<file path="src/rtl/mips_main_control_fsm_if.sv">
// ----------------------------------------------------------------------------
// mips_main_control_fsm_if
// Bundle between the multi-cycle MIPS main control FSM and the datapath.
//
// Signals:
//   Op        opcode field from the instruction register (IR[31:26])
//   Zero      ALU zero flag
//   IorD      memory address select: 0 = PC, 1 = ALUOut
//   MemWrite  memory write enable
//   IRWrite   instruction register load
//   RegDst    register write address: 0 = rt, 1 = rd
//   MemtoReg  register write data: 0 = ALUOut, 1 = Data
//   RegWrite  register file write enable
//   ALUSrcA   ALU A: 0 = PC, 1 = A
//   ALUSrcB   ALU B: 00 = B, 01 = 4, 10 = SignImm, 11 = SignImm<<2
//   ALUOp     to ALU control decoder: 00 add, 01 subtract, 10 use Funct
//   PCSrc     PC source: 00 = ALUResult, 01 = ALUOut, 10 = jump target
//   PCEn      PC load enable
//
// Modports:
//   master  the control FSM (drives the control lines, reads Op/Zero)
//   slave   the datapath (drives Op/Zero, reads the control lines)
// ----------------------------------------------------------------------------
interface mips_main_control_fsm_if #(
  parameter int op_width     = 6,
  parameter int alu_op_width = 2
);
  logic [op_width-1:0]     Op;
  logic                    Zero;
  logic                    IorD;
  logic                    MemWrite;
  logic                    IRWrite;
  logic                    RegDst;
  logic                    MemtoReg;
  logic                    RegWrite;
  logic                    ALUSrcA;
  logic [1:0]              ALUSrcB;
  logic [alu_op_width-1:0] ALUOp;
  logic [1:0]              PCSrc;
  logic                    PCEn;

  modport master (
    input  Op, Zero,
    output IorD, MemWrite, IRWrite, RegDst, MemtoReg, RegWrite,
           ALUSrcA, ALUSrcB, ALUOp, PCSrc, PCEn
  );

  modport slave (
    output Op, Zero,
    input  IorD, MemWrite, IRWrite, RegDst, MemtoReg, RegWrite,
           ALUSrcA, ALUSrcB, ALUOp, PCSrc, PCEn
  );
endinterface

</file>
<file path="src/rtl/mips_main_control_fsm.sv">
// ----------------------------------------------------------------------------
// mips_main_control_fsm
// Multi-cycle MIPS main control unit. A Moore FSM walks each instruction
// through fetch, decode, execute, memory and writeback, driving datapath
// enables/mux selects and the 2-bit ALUOp. PCEn additionally folds in Zero
// for conditional branches.
//
// Ports:
//   clk    rising-edge clock
//   rst_n  asynchronous active-low reset (forces FETCH, gates all enables)
//   bus    mips_main_control_fsm_if.master (Op/Zero in, control lines out)
//
// Configuration macro:
//   BNE_EN  when defined, opcode 000101 (BNE) is decoded into a BNEEX state
//           that branches when Zero is 0. When undefined, 000101 is illegal.
// ----------------------------------------------------------------------------
module mips_main_control_fsm #(
  parameter int op_width     = 6,
  parameter int alu_op_width = 2,
  parameter int state_width  = 4
) (
  input  logic                           clk,
  input  logic                           rst_n,
  mips_main_control_fsm_if.master        bus
);

  // State encodings; codes 13..15 (12..15 without BNE_EN) are unreachable.
  localparam logic [state_width-1:0] FETCH   = 4'd0;
  localparam logic [state_width-1:0] DECODE  = 4'd1;
  localparam logic [state_width-1:0] MEMADR  = 4'd2;
  localparam logic [state_width-1:0] MEMRD   = 4'd3;
  localparam logic [state_width-1:0] MEMWB   = 4'd4;
  localparam logic [state_width-1:0] MEMWR   = 4'd5;
  localparam logic [state_width-1:0] RTYPEEX = 4'd6;
  localparam logic [state_width-1:0] RTYPEWB = 4'd7;
  localparam logic [state_width-1:0] BEQEX   = 4'd8;
  localparam logic [state_width-1:0] ADDIEX  = 4'd9;
  localparam logic [state_width-1:0] ADDIWB  = 4'd10;
  localparam logic [state_width-1:0] JEX     = 4'd11;
`ifdef BNE_EN
  localparam logic [state_width-1:0] BNEEX   = 4'd12;
`endif

  localparam logic [op_width-1:0] OP_LW    = 6'b100011;
  localparam logic [op_width-1:0] OP_SW    = 6'b101011;
  localparam logic [op_width-1:0] OP_RTYPE = 6'b000000;
  localparam logic [op_width-1:0] OP_BEQ   = 6'b000100;
  localparam logic [op_width-1:0] OP_ADDI  = 6'b001000;
  localparam logic [op_width-1:0] OP_J     = 6'b000010;
`ifdef BNE_EN
  localparam logic [op_width-1:0] OP_BNE   = 6'b000101;
`endif

  localparam logic [alu_op_width-1:0] ALUOP_ADD   = 2'b00;
  localparam logic [alu_op_width-1:0] ALUOP_SUB   = 2'b01;
  localparam logic [alu_op_width-1:0] ALUOP_FUNCT = 2'b10;

  // True for the two opcodes that share the MEMADR address computation.
  function automatic logic is_mem_op(input logic [op_width-1:0] op);
    return (op == OP_LW) || (op == OP_SW);
  endfunction

  logic [state_width-1:0]  state_r;
  logic [state_width-1:0]  next_state_s;

  logic                    iord_s;
  logic                    mem_write_s;
  logic                    ir_write_s;
  logic                    reg_dst_s;
  logic                    mem_to_reg_s;
  logic                    reg_write_s;
  logic                    alu_src_a_s;
  logic [1:0]              alu_src_b_s;
  logic [alu_op_width-1:0] alu_op_s;
  logic [1:0]              pc_src_s;
  logic                    pc_write_s;
  logic                    branch_s;
  logic                    branch_ne_s;
  logic                    pc_en_s;

  // State register with asynchronous return to FETCH.
  always_ff @(posedge clk or negedge rst_n) begin
    if (!rst_n) begin
      state_r <= FETCH;
    end else begin
      state_r <= next_state_s;
    end
  end

  // Next-state logic; Op is only consulted in DECODE and MEMADR.
  always_comb begin
    next_state_s = FETCH;
    case (state_r)
      FETCH: begin
        next_state_s = DECODE;
      end
      DECODE: begin
        if (is_mem_op(bus.Op)) begin
          next_state_s = MEMADR;
        end else if (bus.Op == OP_RTYPE) begin
          next_state_s = RTYPEEX;
        end else if (bus.Op == OP_BEQ) begin
          next_state_s = BEQEX;
        end else if (bus.Op == OP_ADDI) begin
          next_state_s = ADDIEX;
        end else if (bus.Op == OP_J) begin
          next_state_s = JEX;
`ifdef BNE_EN
        end else if (bus.Op == OP_BNE) begin
          next_state_s = BNEEX;
`endif
        end else begin
          // Unsupported opcode: abandon the instruction without any write.
          next_state_s = FETCH;
        end
      end
      MEMADR: begin
        if (bus.Op == OP_LW) begin
          next_state_s = MEMRD;
        end else if (bus.Op == OP_SW) begin
          next_state_s = MEMWR;
        end else begin
          next_state_s = FETCH;
        end
      end
      MEMRD:   next_state_s = MEMWB;
      MEMWB:   next_state_s = FETCH;
      MEMWR:   next_state_s = FETCH;
      RTYPEEX: next_state_s = RTYPEWB;
      RTYPEWB: next_state_s = FETCH;
      BEQEX:   next_state_s = FETCH;
      ADDIEX:  next_state_s = ADDIWB;
      ADDIWB:  next_state_s = FETCH;
      JEX:     next_state_s = FETCH;
`ifdef BNE_EN
      BNEEX:   next_state_s = FETCH;
`endif
      default: next_state_s = FETCH;
    endcase
  end

  // Moore output decode; every signal defaults to 0, unreachable codes keep it.
  always_comb begin
    iord_s       = 1'b0;
    mem_write_s  = 1'b0;
    ir_write_s   = 1'b0;
    reg_dst_s    = 1'b0;
    mem_to_reg_s = 1'b0;
    reg_write_s  = 1'b0;
    alu_src_a_s  = 1'b0;
    alu_src_b_s  = 2'b00;
    alu_op_s     = ALUOP_ADD;
    pc_src_s     = 2'b00;
    pc_write_s   = 1'b0;
    branch_s     = 1'b0;
    branch_ne_s  = 1'b0;
    case (state_r)
      FETCH: begin
        alu_src_b_s = 2'b01;
        ir_write_s  = 1'b1;
        pc_write_s  = 1'b1;
      end
      DECODE: begin
        alu_src_b_s = 2'b11;
      end
      MEMADR, ADDIEX: begin
        alu_src_a_s = 1'b1;
        alu_src_b_s = 2'b10;
      end
      MEMRD: begin
        iord_s = 1'b1;
      end
      MEMWB: begin
        mem_to_reg_s = 1'b1;
        reg_write_s  = 1'b1;
      end
      MEMWR: begin
        iord_s      = 1'b1;
        mem_write_s = 1'b1;
      end
      RTYPEEX: begin
        alu_src_a_s = 1'b1;
        alu_op_s    = ALUOP_FUNCT;
      end
      RTYPEWB: begin
        reg_dst_s   = 1'b1;
        reg_write_s = 1'b1;
      end
      BEQEX: begin
        alu_src_a_s = 1'b1;
        alu_op_s    = ALUOP_SUB;
        pc_src_s    = 2'b01;
        branch_s    = 1'b1;
      end
`ifdef BNE_EN
      BNEEX: begin
        alu_src_a_s = 1'b1;
        alu_op_s    = ALUOP_SUB;
        pc_src_s    = 2'b01;
        branch_ne_s = 1'b1;
      end
`endif
      ADDIWB: begin
        reg_write_s = 1'b1;
      end
      JEX: begin
        pc_src_s   = 2'b10;
        pc_write_s = 1'b1;
      end
      default: begin
        iord_s = 1'b0;
      end
    endcase
  end

`ifdef BNE_EN
  assign pc_en_s = pc_write_s | (branch_s & bus.Zero) | (branch_ne_s & ~bus.Zero);
`else
  // branch_ne_s is constant 0 here; it is kept only so both builds share decode.
  assign pc_en_s = pc_write_s | (branch_s & bus.Zero) | (branch_ne_s & 1'b0);
`endif

  // The state is FETCH during reset, so the enables are gated explicitly
  // to keep IRWrite/PCEn from firing while rst_n is low.
  assign bus.IorD     = iord_s;
  assign bus.MemWrite = mem_write_s & rst_n;
  assign bus.IRWrite  = ir_write_s & rst_n;
  assign bus.RegDst   = reg_dst_s;
  assign bus.MemtoReg = mem_to_reg_s;
  assign bus.RegWrite = reg_write_s & rst_n;
  assign bus.ALUSrcA  = alu_src_a_s;
  assign bus.ALUSrcB  = alu_src_b_s;
  assign bus.ALUOp    = alu_op_s;
  assign bus.PCSrc    = pc_src_s;
  assign bus.PCEn     = pc_en_s & rst_n;

endmodule

</file>
<file path="src/flat_wrapper.sv">
// flat-port wrapper written by rule: the top's interface ports become plain ports
module mips_main_control_fsm_flat 
#(
  parameter int op_width     = 6,
  parameter int alu_op_width = 2,
  parameter int state_width  = 4
)
  (clk, rst_n, bus_Op, bus_Zero, bus_IorD, bus_MemWrite, bus_IRWrite, bus_RegDst, bus_MemtoReg, bus_RegWrite, bus_ALUSrcA, bus_ALUSrcB, bus_ALUOp, bus_PCSrc, bus_PCEn);
  mips_main_control_fsm_if #(.op_width(op_width), .alu_op_width(alu_op_width)) bus_i ();
  input  logic clk;
  input  logic rst_n;
  input wire logic [$bits(bus_i.Op)-1:0] bus_Op;
  input wire logic [$bits(bus_i.Zero)-1:0] bus_Zero;
  output wire logic [$bits(bus_i.IorD)-1:0] bus_IorD;
  output wire logic [$bits(bus_i.MemWrite)-1:0] bus_MemWrite;
  output wire logic [$bits(bus_i.IRWrite)-1:0] bus_IRWrite;
  output wire logic [$bits(bus_i.RegDst)-1:0] bus_RegDst;
  output wire logic [$bits(bus_i.MemtoReg)-1:0] bus_MemtoReg;
  output wire logic [$bits(bus_i.RegWrite)-1:0] bus_RegWrite;
  output wire logic [$bits(bus_i.ALUSrcA)-1:0] bus_ALUSrcA;
  output wire logic [$bits(bus_i.ALUSrcB)-1:0] bus_ALUSrcB;
  output wire logic [$bits(bus_i.ALUOp)-1:0] bus_ALUOp;
  output wire logic [$bits(bus_i.PCSrc)-1:0] bus_PCSrc;
  output wire logic [$bits(bus_i.PCEn)-1:0] bus_PCEn;
  assign bus_i.Op = bus_Op;
  assign bus_i.Zero = bus_Zero;
  assign bus_IorD = bus_i.IorD;
  assign bus_MemWrite = bus_i.MemWrite;
  assign bus_IRWrite = bus_i.IRWrite;
  assign bus_RegDst = bus_i.RegDst;
  assign bus_MemtoReg = bus_i.MemtoReg;
  assign bus_RegWrite = bus_i.RegWrite;
  assign bus_ALUSrcA = bus_i.ALUSrcA;
  assign bus_ALUSrcB = bus_i.ALUSrcB;
  assign bus_ALUOp = bus_i.ALUOp;
  assign bus_PCSrc = bus_i.PCSrc;
  assign bus_PCEn = bus_i.PCEn;
  mips_main_control_fsm #(.op_width(op_width), .alu_op_width(alu_op_width), .state_width(state_width)) u_core (.clk(clk), .rst_n(rst_n), .bus(bus_i));
endmodule
</file>
<file path="config.mk">
export PLATFORM = sky130hd
export DESIGN_NAME = mips_main_control_fsm_flat
export DESIGN_NICKNAME = d
export VERILOG_FILES = /design/src/rtl/mips_main_control_fsm_if.sv /design/src/rtl/mips_main_control_fsm.sv /design/src/flat_wrapper.sv
export SDC_FILE = /design/constraint.sdc
export NUM_CORES = 1
export LEC_CHECK = 0
export CAP_MARGIN = 30
export CORE_AREA = 5 5 42 44
export DETAILED_ROUTE_END_ITERATION = 16
export DIE_AREA = 0 0 47 49
export GPL_TIMING_DRIVEN = 0
export HOLD_SLACK_MARGIN = 0.02
export PLACE_DENSITY = 0.74
export SLEW_MARGIN = 20
export SYNTH_ARGS = -nofsm -noshare
export SYNTH_HDL_FRONTEND = slang
export SYNTH_SLANG_ARGS = --single-unit
</file>
<file path="constraint.sdc">
create_clock -name clk -period 1.6 [get_ports clk]
set_input_delay 0.4 -clock clk [delete_from_list [all_inputs] [get_ports clk]]
set_output_delay 0.4 -clock clk [all_outputs]
set_load 0.03 [all_outputs]
</file>
==> reports/qor_table.md <==
| Result | Value |
|:---|:---|
| Post-Synth Adder-Cell Area | 0% |
| Clock transition at the registers of the reported paths | 0.03 ns |
| Path type of the worst min-delay path | in2async |
| Overall power of the completed layout | 0.00101 W |
| Number of placed I/O pins | 23 |
| Post-synth ARST share | 100% |
| Registers with the most flip-flops | u_core.state_r: 4 flops |
| Vias in the first global route | 541 |
| Router iterations before antenna repair | 4 |
| Part of the total power dissipated in the clock network | 11.7% |
| Number of filler cells placed in the layout | 130 |
| Fraction of synthesized area in multiplexers | 0% |
| Detailed-route wire length per cell | 12.9 um |
| Routed Wire Length | 1.51 mm |
| Data required time of the critical path | 1.20 ns |
| Total DRC errors in the routed layout | 0 |
| H-tree levels | 1 |
| Dominant cell type by area after synthesis | dfrtp_1 |
| Post-route design area | 880 um2 |
| RSZ-0062 raised after global routing | yes |
| Number of max-slew violations in the final report | 0 |
| Starting Density | 33.4% |
| Via count normalized by instance count | 5.00 |
| Part of the power in combinational logic | 74.8% |
| Critical Path Sink | bus_RegWrite |
| Critical path start-end classification | reg2out |
| Clock insertion delay at the later pin of the skew report | 0.23 ns |
| VDD IR-drop max | 0.576 mV |
| Cell Pwr Density | 1150 mW/mm2 |
| Number of nets produced by synthesis | 76 |
| Per-instance average area after synthesis | 6.98 um2 |
| TritonCTS Sinks | 4 |
| Row count | 14 |
| Largest net degree at the start of global routing | 11 |
| Area of the die | 0.00230 mm2 |
| Nature of the critical path startpoint | flip-flop |
| R2R depth | 6 |
| Grt ovf | 0 |
| Worst Slack Setup Final | -0.135 ns |
| FF-to-FF setup slack | 0.35 ns |
| Placed standard-cell area | 712 um2 |
| Share of the yosys chip area belonging to registers | 21.4% |
| Horizontal die dimension | 47 um |
| Flip-flop and latch area | 101 um2 |
| Cell-internal power | 0.000551 W |
| Number of I/O port buffers | 21 |
| Shortest period the worst path allows | 1.73 ns |
| Number of standard cells after synthesis | 67 |
| Highest attainable clock frequency | 0.576 GHz |
| Vias after detailed routing | 585 |
| CTS tree | yes |
| Post-synthesis cell area | 468 um2 |
| Clock Skew | 0.000259 ns |
| Number of antenna violations at the first check in global routing | 0 |
| R2r endpoint | u_core.state_r[0] |
| Number of nets with antenna violations after detailed routing | 0 |
| Synthesized-area fraction occupied by ao, oa, aoi and oai cells | 18.7% |
| Syn-to-layout area delta | 88.0% |
| Startpoint of the lowest-slack register-to-register path | u_core.state_r[1] |
| Overall track demand over capacity in global routing | 13.1% |
| Endpoints failing hold | 0 |
| Synthesis Warnings | 0 |
| Simple-gate area share of the yosys netlist | 44.9% |
| Run status | complete, but fails checks |
| Root buf cell | clkbuf_4 |
| Violation count after the first detailed-route iteration | 9 |
| Top reg by flops | u_core.state_r |
| Met1 track utilization from global routing | 16.6% |
| Number of enable flip-flop cells after synthesis | 0 |
| Area share of xor/xnor cells in the synthesized design | 5.61% |
| Period Utilization, post-route | 108% |
| Worst endpoint data arrival time | 1.33 ns |
| Placed Instances | 104 |
| Met2 Track Usage GR | 22.4% |
| Area share of the largest cell type after synthesis | 21.4% |
| Switching Fraction | 45.6% |
| Main combinational cell family by area after synthesis | simple AND/OR/NAND/NOR gates |
| Number of max-cap violations | 0 |
| Most instantiated flip-flop cell in the synthesis netlist | dfrtp_1 |
| Launch point of the critical path | u_core.state_r[0] |
| Count of nets after finishing | 112 |
| Total area of multi-input combinational cells | 398 um2 |
| Violations in the final reports | setup timing |
| Nature of the critical path endpoint | output port |
| Most frequent cell after synthesis | nor2_1 |
| Antenna fix cells | 0 |
| Largest buffer count on any clock path | 2 |
| Die Ht | 49 um |
| Number of flip-flops under the largest register name | 4 |
| Area contributors post-synth | dfrtp_1, nor2_1, nor3_1 |
| First-pass GRT wire length | 2.30 mm |
| Total leakage power | 0.384 nW |
| Worst Path Max Fanout | 7 |
| Met3 track demand over resource | 0% |
| HPWL Detailed | 994 um |
| Tightest Pin Transition | 0.295 ns |
| Max-slew headroom | 80.3% |
| Routability cong. | 0.840 |
| Part of the power in registers | 13.6% |
| NetSw | 0.000462 W |
| Total setup violations reported at the end of the flow | 12 |
| Final non-filler cell total | 117 |
| Post-synth cell types | 27 |
| Commonest cells in the netlist | nor2_1, nor3_1, nand2_1 |
| Hold slack final | 0.159 ns |
| CTS buffer count | 3 |
| CORE AREA | 0.00140 mm2 |
| Proportion of layout cells with a drive suffix above 1 | 51.5% |
| Synthesized flop and latch total | 4 |
| Grt peak-use layer | met2 |
cell families (layout without fill, tap and decap cells):
group,Yosys count,after routing
AOI/OAI and AO/OA,15,15
xor gates and xnor gates,3,3
buffers and inverters,8,42
DFF,4,4
and+or+nand+nor,37,37
how the worst min path moves through the flow:
stage                from           endpoint  slack, ns
floorplan           rst_n  u_core.state_r[0]       0.10
global placement    rst_n  u_core.state_r[0]       0.66
detailed placement  rst_n  u_core.state_r[2]       0.67
CTS                 rst_n  u_core.state_r[3]       0.15
global route        rst_n  u_core.state_r[3]       0.18
finish              rst_n  u_core.state_r[2]       0.16
layout by cell type (no fill, tap or decap), types with 2 or more instances in the layout:
| cell type | Yosys | layout |
|---|---|---|
| a21oi_1 | 4 | 3 |
| buf_4 | 3 | 18 |
| buf_6 | 0 | 10 |
| clkbuf_4 | 0 | 3 |
| clkdlybuf4s50_1 | 0 | 6 |
| dfrtp_1 | 4 | 3 |
| inv_4 | 0 | 2 |
| nand2_1 | 5 | 3 |
| nand2_4 | 0 | 2 |
| nand2b_4 | 1 | 2 |
| nand3_1 | 2 | 2 |
| nor2_1 | 13 | 10 |
| nor2_4 | 0 | 4 |
| nor3_1 | 6 | 3 |
| nor3_2 | 0 | 3 |
| nor4_2 | 2 | 2 |
| o211ai_1 | 2 | 2 |
| o21ai_0 | 4 | 3 |
| o21ai_1 | 2 | 3 |
| xor2_1 | 2 | 2 |
power by group through the flow:
| stage | Combinational (W) | Sequential (W) | Clock, W |
|---|---|---|---|
| 4_1_cts | 0.000693 | 0.000138 | 0.000124 |
| 3_5_place_dp | 0.000561 | 0.000134 | 0 |
| 5_1_grt | 0.000814 | 0.000140 | 0.000128 |
| 2_1_floorplan | 0.000375 | 0.000132 | 0 |
| 3_3_place_gp | 0.000557 | 0.000134 | 0 |
| 6_report | 0.000758 | 0.000137 | 0.000118 |
area by class of cell:
| type | instances | share of cell area (%) |
|---|---|---|
| Clock buffer | 3 | 2.56 |
| Multi-Input combinational cell | 55 | 45.2 |
| Buffer | 5 | 5.69 |
| Sequential cell | 4 | 11.5 |
| Tap cell | 16 | 2.28 |
| Inverter | 3 | 1.85 |
| Timing Repair Buffer | 31 | 30.9 |
stage by stage:
| stage | utilization [%] | TNS [ns] | setup slack, ns |
|---|---|---|---|
| 2_1_floorplan | - | -0.348 | -0.138 |
| 3_3_place_gp | 50.8 | -6.19 | -0.723 |
| 3_5_place_dp | 50.8 | -6.35 | -0.738 |
| 4_1_cts | 57.2 | -0.906 | -0.147 |
| 5_1_grt | 62.8 | -1.40 | -0.180 |
| 6_report | 62.8 | -0.650 | -0.135 |
critical path, stage by stage (launching register included):
cell and delay, ns:
dfrtp_1 0.36, buf_6 0.13, nand2b_4 0.15, nor3b_2 0.15, o21a_1 0.17, buf_6 0.13
what timing repair did:
item,in CTS,in global routing
gates resized for setup,103,16
endpoints found under the setup margin,14,14
buffers inserted,6,3
pin swaps,3,4
gates cloned,1,0
hold buffers,0,0
layer usage:
layer,wire length (um),vias up,share of wire (%)
li1,-,302,-
met4,0,0,0
met5,0,-,0
met1,656,267,44
met3,52,0,3.5
met2,796,16,53
Note: power is estimated with default switching activity, not from simulation.
